File: src/rtl/reg_file_2r1w.sv
// reg_file_2r1w: 32 x 64-bit register file with two combinational read
// ports (BusA/BusB, feeding the ALU operands) and one clocked write port
// (BusW writeback). Entry ZERO_REG reads as zero and has no storage.
//
// Build option: define REGFILE_BYPASS_EN to forward BusW onto a read port
// in the same cycle as a write to the index it is reading. Without the
// macro, a read during a write returns the stored (old) value. The timing
// of the storage update is the same in both builds.
module reg_file_2r1w #(
  parameter int DATA_W   = 64,
  parameter int ADDR_W   = 5,
  parameter int ZERO_REG = 31
) (
  input  logic              Clk,
  input  logic              Reset,
  input  logic [ADDR_W-1:0] RA,
  input  logic [ADDR_W-1:0] RB,
  input  logic [ADDR_W-1:0] RW,
  input  logic              RegWr,
  input  logic [DATA_W-1:0] BusW,
  output logic [DATA_W-1:0] BusA,
  output logic [DATA_W-1:0] BusB
);

  localparam int NUM_REGS = 2 ** ADDR_W;
  localparam logic [ADDR_W-1:0] ZERO_IDX = ADDR_W'(ZERO_REG);

  // Current contents of every entry, as seen by the read muxes.
  logic [DATA_W-1:0] rd_vals [NUM_REGS];

  // A write is accepted only outside reset and never to the zero register.
  logic wr_en;
  assign wr_en = RegWr && !Reset && (RW != ZERO_IDX);

  for (genvar i = 0; i < NUM_REGS; i++) begin : g_ent
    if (i == ZERO_REG) begin : g_zero
      // Hardwired zero: no flop is built for this index.
      assign rd_vals[i] = '0;
    end else begin : g_reg
      logic [DATA_W-1:0] ent_d;
      logic [DATA_W-1:0] ent_q;

      // Next value: take BusW when this entry is the write target.
      always_comb begin
        ent_d = ent_q;
        if (wr_en && (RW == ADDR_W'(i))) begin
          ent_d = BusW;
        end
      end

      // Entry storage; reset clears it immediately, independent of Clk.
      always_ff @(posedge Clk or posedge Reset) begin
        if (Reset) begin
          ent_q <= '0;
        end else begin
          ent_q <= ent_d;
        end
      end

      assign rd_vals[i] = ent_q;
    end
  end

  // Read port A: stored value, optionally overridden by a same-cycle write.
  always_comb begin
    BusA = rd_vals[RA];
`ifdef REGFILE_BYPASS_EN
    if (wr_en && (RW == RA)) begin
      BusA = BusW;
    end
`endif
    if (Reset || (RA == ZERO_IDX)) begin
      BusA = '0;
    end
  end

  // Read port B: same rules as port A.
  always_comb begin
    BusB = rd_vals[RB];
`ifdef REGFILE_BYPASS_EN
    if (wr_en && (RW == RB)) begin
      BusB = BusW;
    end
`endif
    if (Reset || (RB == ZERO_IDX)) begin
      BusB = '0;
    end
  end

endmodule

File: config.mk
export PLATFORM = sky130hd
export DESIGN_NAME = reg_file_2r1w
export DESIGN_NICKNAME = d
export VERILOG_FILES = /design/src/rtl/reg_file_2r1w.sv
export SDC_FILE = /design/constraint.sdc
export NUM_CORES = 2
export LEC_CHECK = 0
export CAP_MARGIN = 20
export CORE_UTILIZATION = 46
export CTS_BUF_LIST = sky130_fd_sc_hd__clkbuf_8
export DETAILED_ROUTE_END_ITERATION = 8
export HOLD_SLACK_MARGIN = 0.12
export PLACE_DENSITY_LB_ADDON = 0.12
export SYNTH_ARGS = -nofsm -noshare
export SYNTH_HDL_FRONTEND = slang
export SYNTH_SLANG_ARGS = --single-unit
export TNS_END_PERCENT = 5
File: constraint.sdc
create_clock -name Clk -period 84.5 [get_ports Clk]
set_input_delay 16.9 -clock Clk [delete_from_list [all_inputs] [get_ports Clk]]
set_output_delay 16.9 -clock Clk [all_outputs]
set_load 0.02 [all_outputs]
==> Yosys cells after proc, flatten, opt, wreduce, memory -nomap -nowiden <==
Cells that the tools add are included.
{ "classes": {"add_sub_neg": 0, "mul": 0, "bitwise_logic": 2, "reduce_logical": 37, "eq_ne": 33, "muxes": 8, "n_shift": 0, "n_lt_le_gt_ge": 2, "div_mod_pow": 0} }
{ "ops": {"columns": ["cell", "n"], "rows": [
  ["$bmux W64 S5", 2],
  ["$mux W64", 6],
  ["$eq A5 B5 Y1 const B", 17],
  ["$eq A5 B4 Y1 const B", 8],
  ["$logic_and A1 B1 Y1", 33],
  ["$eq A5 B3 Y1 const B", 4],
  ["$ge A6 B6 Y1 const B", 2],
  ["$not A5 Y6", 2],
  ["$eq A5 B2 Y1 const B", 2],
  ["$eq A5 B1 Y1 const B", 1],
  ["$logic_not A5 Y1", 1],
  ["$ne A5 B5 Y1 const B", 1],
  ["$logic_or A1 B1 Y1", 2],
  ["$logic_not A1 Y1", 1]
]} }
{ "word_totals": {"latch_bits": 0, "register_bits": 1984, "mem_bits_ro": 0, "ram_bits": 0, "n_memories": 0} }

==> Longest topological paths before layout <==
{ "depth": {"depth_word": 5, "mapped_depth": 9, "depth_no_buf": 4} }

==> Least setup slack after synthesis <==
Ideal clock, no wire load.
{ "synth_path": {"path_kind": "input to output", "startpoint": "in Reset", "endpoint": "out BusA[13]", "slack_ns": -1.092, "arrival_ns": 68.692, "n_path_buf": 0, "path_stages": 3, "cell_sequence": "inv_1 > o21ai_1 > a2111oi_0"} }
{ "synth_via": {"elab_chain_cells": 2} }
{ "synth_lines": {"columns": ["element", "line_no", "source"], "rows": [
  ["from (decl)", "15", "input logic Reset,"],
  ["$logic_or A1 B1 Y1", "72", "if (Reset || (RA == ZERO_IDX)) begin"],
  ["$mux W64", "72", null],
  ["to (decl)", "21", "output logic [DATA_W-1:0] BusA,"]
]} }
No other way between the ends.

==> Final worst setup path <==
{ "layout_path": {"startpoint": "in RA[2]", "endpoint": "out BusA[17]"} }
{ "layout_via": {"elab_chain_cells": 5, "word_cells_on_any_way": 7, "classes_between": "1 x eq/ne; 4 x mux; 1 x bitwise; 1 x reduce/logical"} }
{ "layout_lines": {"columns": ["element", "line_no", "source"], "rows": [
  ["from (decl)", "16", "input logic [ADDR_W-1:0] RA,"],
  ["$not A5 Y6 (implied by the code)", "66", "BusA = rd_vals[RA];"],
  ["$bmux W64 S5", "66", null],
  ["$mux W64 (implied by the code) (2 in a row)", "66", null],
  ["$mux W64 *", "72", null]
]} }
Every way passes the cells marked *; elsewhere a longest branch is shown, timed or not. The select of a mux whose other input is x is not followed.

==> summary.md <==
| Metric | Value |
|---|---|
| Status | `complete, no violations` |
| Yosys warns | `0` |
| Setup TNS | `0 ns` |
| Num ports | `210` |
| Top cell type's share of synthesized area | `46.9%` |
| Largest area contributor in the netlist | `dfrtp_1` |
| RSZ-0062 raised after global routing | `false` |
| Chip height | `482 um` |
| Total grt overflow | `0` |
| Fin nets | `7390` |
| Initial core utilization | `46.4%` |
| Register-to-register setup slack | `83.67 ns` |
| Synth cell types | `47` |
| Synthesized Nets | `7430` |
| Post-DR vias/cell | `6.74` |
| Mean Syn Cell Area | `14.4 sq um` |
| # resized after CTS | `0` |
| Ranking of synthesized cells by area | `dfrtp_1 (47%), mux2_2 (21%), mux4_2 (14%)` |
| Main synth FF type | `dfrtp_1` |
| #FFs+latches synth | `1984` |
| Residual DRC | `0` |
| Peak Freq | `25.4 MHz` |
| DR pass1 iterations | `5` |
| Filler cells | `19300` |
| Reg with most FFs | `g_ent.g_reg.ent_q` |
| Critical path peak fanout | `44` |
| Skew final | `0 ns` |
| # rows | `175` |
| Final setup violation count | `0` |
| Async SR Flop Fraction | `100%` |
| Routed length per instance | `34.5 um` |
| Initial antenna violation count | `24` |
| Final ANT Viol Nets | `0` |
| Number of flip-flops in the largest register | `1984` |
| HPWL after DPL | `200 mm` |
| Post-layout minimum cycle time | `39.30 ns` |
| Tot Pwr | `0.00253 W` |
| Clock transition at path regs | `0.06 ns` |
| Worst slew margin | `16.9%` |
| Layout cells sized above 1 | `46.0%` |
| Largest registers | `g_ent.g_reg.ent_q x1984` |
| Req. time, crit path | `67.60 ns` |
| Syn Inst Count | `7348` |
| Maximum VDD drop | `0.0139 mV` |
| GRT Resource Usage Total | `31.5%` |
| Worst-skew pair later-pin latency | `1.09 ns` |
| Max Cap Viol | `0` |
| Mapped Area | `0.106 sq mm` |
| Core Region | `0.228 sq mm` |
| Power Dens Cells | `21.4 mW/mm^2` |
| CTS Buf Count | `368` |
| Critical path type | `in2out` |
| Sequential-to-total area share from yosys stat | `46.9%` |
| Detailed Route WL | `366 mm` |
| Startpoint Class | `input pin` |
| Tightest Hold Check Type | `reg2reg` |
| Final Max Tran Viols | `0` |
| Worst-Margin Slew | `1.24 ns` |
| Final Hold Fails | `0` |
| Largest net degree at the start of global routing | `171` |
| TritonCTS clock tree | `built` |
| P&R area growth vs syn | `11.6%` |
| Die X | `482 um` |
| First-pass GRT wire length | `531 mm` |
| Clk buf depth | `4` |
| Total number of vias | `71300` |
| H-tree level count | `5` |
| Critical Path AT | `22.40 ns` |
| Clk root buf | `clkbuf_8` |
| Cts hold-fix bufs | `0` |
| Post-CTS setup buffers | `0` |
| I/O Buffers | `209` |
| DIE AREA | `0.232 sq mm` |
| Placer Congestion | `0.807` |
| Fin crit share | `46.5%` |
| CP endpoint kind | `primary output` |
| Leakage | `53.2 nW` |
| Vias in the first global route | `73200` |
| Clock sinks | `1984` |
| Drt initial violations | `6348` |
| Number of flops mapped to enable cells by yosys | `0` |
power breakdown:
part / internal, W / switching [W]
sequential: 0.00108 / 0.0000915
combinational: 0.000232 / 0.000197
clock: 0.000514 / 0.000420
total: 0.00182 / 0.000709
critical path: stages:
cell and delay [ns]:
buf_8 0.35, buf_4 0.58, buf_4 0.68, or2_4 0.65, buf_4 0.86, buf_4 0.77
o22ai_1 0.20, nor3_1 0.20, a2111oi_1 0.10, buf_2 0.21, buf_4 0.13, clkdlybuf4s50_1 0.53
cells in the mapped netlist (all sizes together), types with 36 or more instances:
| cell | count |
|---|---|
| a211oi | 46 |
| a21oi | 46 |
| a221oi | 120 |
| a32oi | 64 |
| buf | 251 |
| clkbuf | 575 |
| dfrtp | 1984 |
| inv | 66 |
| mux2 | 2054 |
| mux2i | 682 |
| mux4 | 660 |
| nand2 | 81 |
| o211ai | 112 |
| o21a | 47 |
| o21ai | 97 |
| o221a | 36 |
| o221ai | 156 |
| o22ai | 110 |
| o31ai | 46 |
area by class of cell:
class | instances | area (sq um) | area share (%)
Multi-Input combinational cell | 4471 | 52900 | 44.8
Inverter | 67 | 258 | 0.218
Sequential cell | 1984 | 49600 | 42.0
Clock buffer | 457 | 6290 | 5.32
Timing Repair Buffer | 416 | 4260 | 3.60
Antenna cell | 11 | 27.5 | 0.0233
Clock inverter | 176 | 1000 | 0.851
Tap cell | 3009 | 3760 | 3.19
through the flow:
step	hold slack, ns	setup WS, ns	std cells	instance area (sq um)	utilization (%)
final	0.485	45.20	10600	118000	51.8
after global routing	0.494	45.24	10600	118000	51.8
after CTS	0.488	45.35	10600	118000	51.5
after detailed placement	0.475	45.35	9926	110000	48.3
after global placement	0.469	45.16	9918	110000	48.3
after floorplan	0.458	15.07	7348	106000	-
layer usage:
layer	part of all wire (%)	GRT usage, %
met2	47	50.0
met1	42	43.2
met5	0.010	0
met3	6.8	5.17
met4	3.9	12.5
worst paths after layout:
kind | startpoint | endpoint | cells past startpoint
worst max-delay path | RA[2] | BusA[17] | 12
worst min-delay path | g_ent[29].g_reg.ent_q[15] | g_ent[29].g_reg.ent_q[15] | 1
worst max register to register | g_ent[9].g_reg.ent_q[49] | g_ent[9].g_reg.ent_q[49] | 1
worst min register to register | g_ent[29].g_reg.ent_q[15] | g_ent[29].g_reg.ent_q[15] | 1
max in group asynchronous | Reset | g_ent[5].g_reg.ent_q[56] | 6
min in group asynchronous | Reset | g_ent[24].g_reg.ent_q[13] | 2
kinds of logic after synthesis:
kind of cell	Yosys count	synth area share, %
compound gates	905	6.51
buf+inv	893	3.50
flops	1984	46.9
simple gates	170	0.760
mux	3396	42.3
cell usage in the layout, fill, tap and decap left out, types with 4 or more instances in the layout:
master / instances
a221oi_1: 120
mux4_2: 660
a211oi_1: 46
clkinv_2: 32
clkinvlp_4: 6
dfrtp_1: 1984
nor3_1: 18
a2111oi_0: 8
a32oi_1: 64
mux2_1: 48
nand2_4: 13
a21boi_0: 4
bufinv_16: 10
o31ai_1: 46
clkdlybuf4s50_1: 199
nand2_1: 68
o221a_2: 36
clkbuf_8: 458
o21ai_0: 96
o22ai_1: 110
nor2_4: 16
mux2_2: 2006
nor2_1: 19
buf_12: 13
nand2b_4: 4
o21a_1: 46
o221ai_1: 156
o211ai_1: 112
a21oi_1: 46
nand3_4: 4
buf_8: 10
inv_1: 189
a2111oi_1: 8
buf_4: 166
clkbuf_16: 6
diode_2: 11
mux2i_1: 682
buf_16: 14
(Power assumes the default switching activity.)
==> RTL change: new RTL, config.mk and constraints unchanged <==
Build with the macro `REGFILE_BYPASS_EN` defined.
--- a/src/rtl/reg_file_2r1w.sv
+++ b/src/rtl/reg_file_2r1w.sv
@@ -6,6 +6,8 @@
 // in the same cycle as a write to the index it is reading. Without the
 // macro, a read during a write returns the stored (old) value. The timing
 // of the storage update is the same in both builds.
+`define REGFILE_BYPASS_EN
+
 module reg_file_2r1w #(
   parameter int DATA_W   = 64,
   parameter int ADDR_W   = 5,
Function: not settled (the Yosys comparison gave no result); the edit may change what the design does.
==> RTL change against the original RTL <==
Power rose by 1.3%; routed wire length rose by 7.2%; global-route usage rose by 2.3 points; design area rose by 0.29%; sequential cell count did not move; first-iteration DRC count rose by 22%; maximum frequency rose by 0.18%; non-clock buffer count rose by 36; critical path depth fell by 2; sequential power barely moved; setup slack improved by 0.072 ns; register-to-register slack barely moved; area after synthesis rose by 0.38%; combinational power rose by 4%.
==> RTL change: results (changes against the original RTL) <==
Run status
  – Outcome: finished, final reports clean

Layout
  – Area of the multi-input gates: 0.05322 mm^2 (+0.64%)
  – Signal buffers: 452 (+8.7%)
  – Layout area overhead: 11.48% (about the same)
  – Fill count: 19613 (+1.7%)
  – # diodes: 30 (+19)
  – Sequential cell count: 1984 (unchanged)
  – Non-clock buffer share: 3.614% (+0.012 points)
  – Fraction of area in registers: 41.91% (-0.12 points)
  – Multi-input gate count: 4397 (-1.7%)

Power and ir drop
  – Total chip power: 0.002564 W (+1.3%)
  – Clock Power Share: 37.0% (about the same)
  – Gate power share: 17.5% (+0.5 points)
  – Maximum vdd ir drop: 0.01462 mV (+5.5%)

Placement
  – Gpl congestion: 0.8376 (+3.8%)
  – Setup WS pre-CTS: 45.16 ns (-0.1909 ns)
  – # placed instances: 9856 (-0.71%)

Detailed routing
  – Met2 wire len: 179700 um (+3.9%)
  – Met3 Routed Length: 32490 um (+30%)
  – Routed vias/inst: 6.834 (+1.5%)
  – DRT iter0 DRCs: 7730 (+22%)
  – Met1 WL: 159000 um (+3.7%)

Clock tree
  – Clk Latency, worst-skew pair: 1.06 ns (-0.03 ns)

Logic synthesis
  – Synth Area in XOR/XNOR: 0.08241% (+0.082 points)
  – Top post-synthesis cells by area: dfrtp_1 (47%), mux2_2 (22%), mux4_2 (18%), mux2i_1 (2.9%), buf_2 (1.6%)
  – Seq/Total Area, Yosys: 46.72% (-0.18 points)
  – Post-synthesis compound-gate area fraction: 5.547% (-0.96 points)

Floorplan
  – Tapcell Cnt: 3026 (+0.56%)

Global routing
  – Met2 Use GR: 51.70% (+1.7 points)
  – Met1 usage: 45.46% (+2.3 points)
  – Total track usage: 33.82% (+2.3 points)
  – Largest net degree at the start of global routing: 176 (+2.9%)
  – Vias in the first global route: 73672 (+0.70%)

Critical path
  – Largest stage delay on the critical path: 0.77 ns (-0.09 ns)

Timing
  – Slew @ Worst Pin: 1.212 ns (-0.02763 ns)
==> RTL change: cell types whose count changed after synthesis, moves of 60 or more <==
cell / change
mux2i_1: -369
clkbuf_1: -188
mux4_2: +171
buf_2: +165
o221ai_1: -122
a221oi_1: -104
a22oi_1: +93
o22ai_1: +88
o211ai_1: -78
o21ai_0: -67
a32oi_1: -64
nor2b_1: +60
==> RTL change: path summary, 6_finish.rpt <==
check / startpoint / endpoint / slack (ns)
max: RA[0] / BusA[42] / 45.27
min: g_ent[28].g_reg.ent_q[48] / g_ent[28].g_reg.ent_q[48] / 0.51
max reg2reg: g_ent[28].g_reg.ent_q[46] / g_ent[28].g_reg.ent_q[46] / 83.68
min reg2reg: g_ent[28].g_reg.ent_q[48] / g_ent[28].g_reg.ent_q[48] / 0.51
max in group asynchronous: Reset / g_ent[18].g_reg.ent_q[18] / 61.90
min in group asynchronous: Reset / g_ent[13].g_reg.ent_q[57] / 16.89
